==> src/rtl/gate_sched_pkg.sv <==
// Shared types and constants for the gate scheduler.
//   state_t  : scheduler FSM states (wait after reset, idle, gate, dead time)
//   DROP_W   : width of the lost-request counter
//   DROP_MAX : saturation value of the lost-request counter
package gate_sched_pkg;

  typedef enum logic [1:0] {
    ST_WAIT_RST = 2'd0,
    ST_IDLE     = 2'd1,
    ST_GATE     = 2'd2,
    ST_DEAD     = 2'd3
  } state_t;

  localparam int                DROP_W   = 16;
  localparam logic [DROP_W-1:0] DROP_MAX = '1;

endpackage

==> src/rtl/gate_scheduler_rr_select.sv <==
// Round-robin selector (purely combinational).
//   req   : request vector
//   ptr   : requester with highest priority this round
//   valid : at least one request is set
//   index : first set request found searching upward from ptr, wrapping
module rr_select
  import gate_sched_pkg::*;
#(
  parameter int NREQ  = 4,
  parameter int SRC_W = $clog2(NREQ)
) (
  input  logic [NREQ-1:0]  req,
  input  logic [SRC_W-1:0] ptr,
  output logic             valid,
  output logic [SRC_W-1:0] index
);

  localparam logic [SRC_W:0] NREQ_W = (SRC_W+1)'(NREQ);

  logic [NREQ-1:0]  rot;
  logic [SRC_W-1:0] off;
  logic [SRC_W:0]   idx_sum;

  // rot[i] is the request sitting i places above ptr (modulo NREQ)
  for (genvar gi = 0; gi < NREQ; gi++) begin : g_rot
    logic [SRC_W:0] pos;
    logic [SRC_W:0] wrapped;
    assign pos     = (SRC_W+1)'(gi) + {1'b0, ptr};
    assign wrapped = (pos >= NREQ_W) ? pos - NREQ_W : pos;
    assign rot[gi] = req[wrapped[SRC_W-1:0]];
  end

  // Lowest set bit of the rotated vector wins: scanning downward leaves it last
  always_comb begin
    valid = 1'b0;
    off   = '0;
    for (int i = NREQ - 1; i >= 0; i--) begin
      if (rot[i]) begin
        valid = 1'b1;
        off   = SRC_W'(i);
      end
    end
  end

  // Undo the rotation
  assign idx_sum = {1'b0, off} + {1'b0, ptr};
  assign index   = (idx_sum >= NREQ_W) ? SRC_W'(idx_sum - NREQ_W) : idx_sum[SRC_W-1:0];

endmodule

==> src/rtl/gate_scheduler.sv <==
// Gate scheduler: shares one gate output between NREQ trigger requesters.
// Rising edges (after polarity normalisation) are latched as pending requests,
// granted round-robin, each grant drives a gate of programmable length followed
// by a programmable dead time. Edges arriving while already pending are counted
// as lost requests.
//   clk_i, resetn_i : clock, asynchronous active-low reset
//   enable_i        : latch and grant requests when high
//   polarity_i      : per-requester polarity (1 = positive logic)
//   pulse_i         : trigger inputs
//   gate_len_i      : gate length in clocks (0 behaves as 1), sampled at grant
//   dead_len_i      : dead time after the gate (0 = none), sampled at grant
//   clr_drop_i      : synchronous clear of the lost-request counter
//   gate_o/ngate_o  : gate and its inverse
//   src_o           : requester owning the current or last gate
//   busy_o          : state is not IDLE
//   pending_o       : pending request bits
//   drop_cnt_o      : saturating count of lost requests
module gate_scheduler
  import gate_sched_pkg::*;
#(
  parameter int NREQ     = 4,
  parameter int LEN_W    = 8,
  parameter int DEAD_W   = 4,
  parameter int WAIT_RST = 240,
  parameter int SRC_W    = $clog2(NREQ)
) (
  input  logic              clk_i,
  input  logic              resetn_i,
  input  logic              enable_i,
  input  logic [NREQ-1:0]   polarity_i,
  input  logic [NREQ-1:0]   pulse_i,
  input  logic [LEN_W-1:0]  gate_len_i,
  input  logic [DEAD_W-1:0] dead_len_i,
  input  logic              clr_drop_i,
  output logic              gate_o,
  output logic              ngate_o,
  output logic [SRC_W-1:0]  src_o,
  output logic              busy_o,
  output logic [NREQ-1:0]   pending_o,
  output logic [DROP_W-1:0] drop_cnt_o
);

  localparam int CNT_W  = (LEN_W > DEAD_W) ? LEN_W : DEAD_W;
  localparam int WAIT_W = $clog2(WAIT_RST + 1);
  localparam int INC_W  = $clog2(NREQ + 1);

  state_t            state_reg;
  logic [NREQ-1:0]   p_norm, p_q_reg, rise;
  logic [NREQ-1:0]   pending_reg, pending_next;
  logic [NREQ-1:0]   grant_mask, set_mask, drop_mask;
  logic [SRC_W-1:0]  rr_ptr_reg, rr_ptr_next, src_reg;
  logic              gate_reg, ngate_reg, busy_reg;
  logic [CNT_W-1:0]  cnt_reg;
  logic [DEAD_W-1:0] dead_reg;
  logic [WAIT_W-1:0] wait_reg;
  logic [DROP_W-1:0] drop_reg, drop_next;
  logic [INC_W-1:0]  drop_inc;
  logic [DROP_W:0]   drop_sum;
  logic [LEN_W-1:0]  len_eff;
  logic              sel_valid, grant, capture;
  logic [SRC_W-1:0]  sel_idx;

  // Polarity normalisation and rising-edge detect
  for (genvar gi = 0; gi < NREQ; gi++) begin : g_norm
    assign p_norm[gi] = polarity_i[gi] ? pulse_i[gi] : ~pulse_i[gi];
  end
  assign rise = p_norm & ~p_q_reg;

  rr_select #(
    .NREQ  (NREQ),
    .SRC_W (SRC_W)
  ) u_rr_select (
    .req   (pending_reg),
    .ptr   (rr_ptr_reg),
    .valid (sel_valid),
    .index (sel_idx)
  );

  assign grant   = (state_reg == ST_IDLE) && enable_i && sel_valid;
  assign capture = enable_i && (state_reg != ST_WAIT_RST);

  for (genvar gi = 0; gi < NREQ; gi++) begin : g_grant
    assign grant_mask[gi] = grant && (sel_idx == SRC_W'(gi));
  end

  // A new edge on the requester being granted re-arms it rather than dropping
  assign set_mask     = capture ? rise : '0;
  assign drop_mask    = set_mask & pending_reg & ~grant_mask;
  assign pending_next = (pending_reg & ~grant_mask) | set_mask;

  assign rr_ptr_next = (sel_idx == SRC_W'(NREQ - 1)) ? '0 : sel_idx + 1'b1;
  assign len_eff     = (gate_len_i == '0) ? LEN_W'(1) : gate_len_i;

  // Every simultaneous drop adds one; clear takes precedence over increments
  always_comb begin
    drop_inc = '0;
    for (int i = 0; i < NREQ; i++) begin
      drop_inc = drop_inc + INC_W'(drop_mask[i]);
    end
    drop_sum = {1'b0, drop_reg} + (DROP_W+1)'(drop_inc);
    if (clr_drop_i)
      drop_next = '0;
    else if (drop_sum > {1'b0, DROP_MAX})
      drop_next = DROP_MAX;
    else
      drop_next = drop_sum[DROP_W-1:0];
  end

  always_ff @(posedge clk_i or negedge resetn_i) begin
    if (!resetn_i) begin
      state_reg   <= ST_WAIT_RST;
      p_q_reg     <= '0;
      pending_reg <= '0;
      rr_ptr_reg  <= '0;
      src_reg     <= '0;
      gate_reg    <= 1'b0;
      ngate_reg   <= 1'b1;
      busy_reg    <= 1'b1;
      cnt_reg     <= '0;
      dead_reg    <= '0;
      wait_reg    <= '0;
      drop_reg    <= '0;
    end else begin
      p_q_reg     <= p_norm;
      pending_reg <= pending_next;
      drop_reg    <= drop_next;
      case (state_reg)
        ST_WAIT_RST: begin
          if (wait_reg == WAIT_W'(WAIT_RST - 1)) begin
            state_reg <= ST_IDLE;
            busy_reg  <= 1'b0;
            wait_reg  <= '0;
          end else begin
            wait_reg <= wait_reg + 1'b1;
          end
        end
        ST_IDLE: begin
          if (grant) begin
            state_reg  <= ST_GATE;
            busy_reg   <= 1'b1;
            gate_reg   <= 1'b1;
            ngate_reg  <= 1'b0;
            src_reg    <= sel_idx;
            rr_ptr_reg <= rr_ptr_next;
            cnt_reg    <= CNT_W'(len_eff);
            dead_reg   <= dead_len_i;
          end
        end
        ST_GATE: begin
          // cnt_reg holds the gate cycles still to run, including this one
          if (cnt_reg == CNT_W'(1)) begin
            gate_reg  <= 1'b0;
            ngate_reg <= 1'b1;
            if (dead_reg == '0) begin
              state_reg <= ST_IDLE;
              busy_reg  <= 1'b0;
            end else begin
              state_reg <= ST_DEAD;
              cnt_reg   <= CNT_W'(dead_reg);
            end
          end else begin
            cnt_reg <= cnt_reg - 1'b1;
          end
        end
        ST_DEAD: begin
          if (cnt_reg == CNT_W'(1)) begin
            state_reg <= ST_IDLE;
            busy_reg  <= 1'b0;
          end else begin
            cnt_reg <= cnt_reg - 1'b1;
          end
        end
        default: begin
          state_reg <= ST_WAIT_RST;
          busy_reg  <= 1'b1;
        end
      endcase
    end
  end

  assign gate_o     = gate_reg;
  assign ngate_o    = ngate_reg;
  assign src_o      = src_reg;
  assign busy_o     = busy_reg;
  assign pending_o  = pending_reg;
  assign drop_cnt_o = drop_reg;

endmodule

==> config.mk <==
export PLATFORM = sky130hd
export DESIGN_NAME = gate_scheduler
export DESIGN_NICKNAME = d
export VERILOG_FILES = /design/src/rtl/gate_sched_pkg.sv /design/src/rtl/gate_scheduler_rr_select.sv /design/src/rtl/gate_scheduler.sv
export SDC_FILE = /design/constraint.sdc
export NUM_CORES = 1
export LEC_CHECK = 0
export ABC_AREA = 1
export BUFFER_PORTS_ARGS = -buffer_cell sky130_fd_sc_hd__buf_2
export CAP_MARGIN = 0
export CORE_MARGIN = 2
export CORE_UTILIZATION = 45
export CTS_BUF_LIST = sky130_fd_sc_hd__clkbuf_2
export CTS_CLUSTER_DIAMETER = 200
export DETAILED_ROUTE_END_ITERATION = 6
export GPL_TIMING_DRIVEN = 1
export PLACE_DENSITY = 0.69
export SLEW_MARGIN = 25
export SYNTH_ARGS = -nofsm -noshare
export SYNTH_HDL_FRONTEND = slang
export SYNTH_HIERARCHICAL = 1
export SYNTH_SLANG_ARGS = --single-unit
==> constraint.sdc <==
create_clock -name clk_i -period 4.3 [get_ports clk_i]
set_clock_uncertainty 0.1 [all_clocks]
set_input_delay 0 -clock clk_i [delete_from_list [all_inputs] [get_ports clk_i]]
set_output_delay 0 -clock clk_i [all_outputs]
set_load 0.05 [all_outputs]
==> impl_metrics.csv <==
group,metric,value,unit
outcome,status,"complete, no violations",
timing,rsz0062_at_grt,"true",
clocking,clock_sinks,53,
clocking,clkTransAtPathRegs,280,ps
route,wl_per_cell,12.58,um
worst_hold_path,worstHoldPathType,"in2async",
setup_path,required,4580,ps
route,via_per_inst,4.888,
final_layout,antennaDiodeCount,0,
final_layout,fillers,646,
setup_path,crit_fanout,8,
final_layout,fin_util,59.61,%
placement,io_buffers,48,
synth,syn-instance-count,456,
clocking,cts-root-buf,"clkbuf_2",
timing,worstMarginPinSlew,692.8,ps
floorplanning,start_util,46.74,%
route,drt_iter0_markers,132,
final_layout,area_growth,27.53,%
synth,syn-num-nets,496,
grt,grt_usage,20.44,%
synth,ys_seq_elements,53,
final_layout,drive_above_1_share,25.54,%
grt,first_global_vias,3142,
timing,setup_viol,0,
clocking,cts_tree,"done",
pwr,p_per_area,187.4,nW/um2
final_layout,design_area,4347,um2
grt,antenna_found_initial,0,
final_layout,finish.net_count,591,
synth,synth_area_per_cell,7.474,um2
floorplanning,coreArea,7292,um2
clocking,clock_latency,450,ps
timing,maxSlewViolCount,0,
synth,ys_types,39,
grt,grt_pass1_wl,14010,um
timing,max_freq,0.2363,GHz
setup_path,critPathLaunchType,"flip-flop",
route,drt-total-wl,8188,um
grt,overflow,0,
floorplanning,dieWidth,91.03,um
floorplanning,rows,31,
timing,finalHoldViolations,0,
clocking,ctsHtreeMaxLevel,2,
placement,dpl_cell_area,3761,um2
setup_path,setup.worst_path.class,"reg2reg",
timing,slew-limit-headroom,53.64,%
route,ant_nets,0,
pwr,power_leakage,2.223,nW
route,vias,3182,
final_layout,mostFrequentLayoutCells,"nand2_1, buf_2, dfrtp_1",
setup_path,worstSetupEndpointType,"flip-flop",
placement,dp_hpwl,5409,um
setup_path,arrival,4510,ps
clocking,cts_buffer_depth,2,
synth,ys_warn_count,6,
synth,ys_seq_area_share,38.99,%
route,dr.pass1.iters,4,
floorplanning,num_io_pins,49,
flow_run,drv_cap,0,
route,drc,0,
timing,min_period_over_period,98.41,%
final_layout,final_common_cell,"nand2_1",
floorplanning,die_h,91.03,um
clocking,cts_buffers,5,
placement,gp_congestion,0.8384,
grt,grt_max_degree,54,
final_layout,largest_reg_flops,16,
floorplanning,fp.dieArea,8286,um2
pwr,ir_worst_vdd,0.00008524,V
synth,syn_area,3408,um2
timing,fin_crit,4232,ps
[synth_stat cells, drive strengths merged]
cell | count | share of area (%)
nor3b | 2 | 0.44
inv | 54 | 6.0
a21o | 3 | 0.66
a31oi | 1 | 0.18
nand3 | 24 | 4.0
ha | 13 | 4.8
or2 | 2 | 0.37
clkbuf | 2 | 0.22
nor4 | 1 | 0.18
nand4 | 4 | 1.2
nor2 | 52 | 7.3
xor2 | 17 | 4.4
o21bai | 2 | 0.44
buf | 4 | 0.77
xnor2 | 4 | 1.0
dfrtp | 51 | 37
a22oi | 1 | 0.22
nor3 | 7 | 1.4
nand2 | 163 | 19
nand3b | 2 | 0.44
fa | 3 | 1.8
dfstp | 2 | 1.5
a21oi | 25 | 3.8
o21ai | 17 | 2.6
[layout make-up]
class                      instances  area, um2  share of cell area [%]
tap                               99      123.9                   2.850
clock buffer                       5      25.02                  0.5757
clock inverter                     3      17.52                  0.4030
timing repair buffer              93      659.4                   15.17
inverter                          54      205.2                   4.721
sequential                        53       1334                   30.69
multi-input combinational        344       1982                   45.60
[worst max-delay path: stages (launching register included)]
cell	delay, ps
dfrtp_2	490
inv_4	80
buf_4	130
nand2_1	70
nand2_1	70
nand2_1	90
nand3_2	70
a21oi_2	160
ha_2	210
xor2_2	160
inv_1	90
nand3_2	90
nand2_4	70
ha_4	160
nand2_2	80
nand3_2	90
fa_1	500
fa_2	350
inv_2	70
fa_2	210
nand2_2	60
nor2_4	110
nand2_4	80
nor3_4	230
nand3_4	150
a21oi_2	200
[metal layers]
metal  GRT usage (%)  part of all wire, %
met1           26.11                   45
met2           36.23                   50
met3           2.656                  3.9
met4           5.808                  1.7
met5               0                    0
[repair_timing]
action	CTS	global route
resized for setup	4	37
hold buffers	31	0
endpoints found under the hold margin	93	0
pin swaps	1	19
setup endpoints to repair	15	16
setup buffers	3	8
gates cloned	1	0
[metrics by stage]
step	setup WS (ps)	power, mW	cells	hold WS, ps	TNS (ps)
6_report	68.27	0.8145	651	56.10	0
5_1_grt	-166.8	0.8588	651	94.65	-1382
4_1_cts	-10.44	0.8095	643	60.21	-14.82
3_5_place_dp	-60.60	0.5885	600	70.23	-405.0
3_3_place_gp	79.50	0.5877	600	72.33	0
2_1_floorplan	82.19	0.5551	456	-395.6	0
[logic make-up (layout without fill, tap and decap cells)]
| kind of cell | count (synthesis) | in the layout | share of synthesized area [%] |
|---|---|---|---|
| AO/OA/AOI/OAI | 49 | 49 | 7.893 |
| XOR/XNOR | 21 | 21 | 5.396 |
| adder cells (fa/ha/maj) | 16 | 16 | 6.535 |
| buffers and inverters | 60 | 155 | 7.012 |
| flip-flops | 53 | 53 | 38.99 |
| AND/OR/NAND/NOR | 257 | 258 | 34.18 |
[power breakdown]
group,switching [mW],internal [mW]
Sequential,0.00483,0.506
Clock,0.163,0.0379
Combinational,0.0564,0.0461
[final timing paths]
kind | cells past startpoint | from | slack, ps | end
max | 25 | rr_ptr_reg[0]$_DFFE_PN0P_ | 70 | drop_cnt_o[14]$_DFF_PN0_
min | 3 | resetn_i | 60 | cnt_reg[5]$_DFFE_PN0P_
max reg2reg | 25 | rr_ptr_reg[0]$_DFFE_PN0P_ | 70 | drop_cnt_o[14]$_DFF_PN0_
min reg2reg | 2 | busy_o$_DFFE_PN1P_ | 390 | busy_o$_DFFE_PN1P_
max in group asynchronous | 3 | resetn_i | 3550 | pending_o[1]$_DFF_PN0_
min in group clk_i | 4 | polarity_i[3] | 220 | p_q_reg[3]$_DFF_PN0_
No activity file was read; power rests on OpenSTA's default activity.
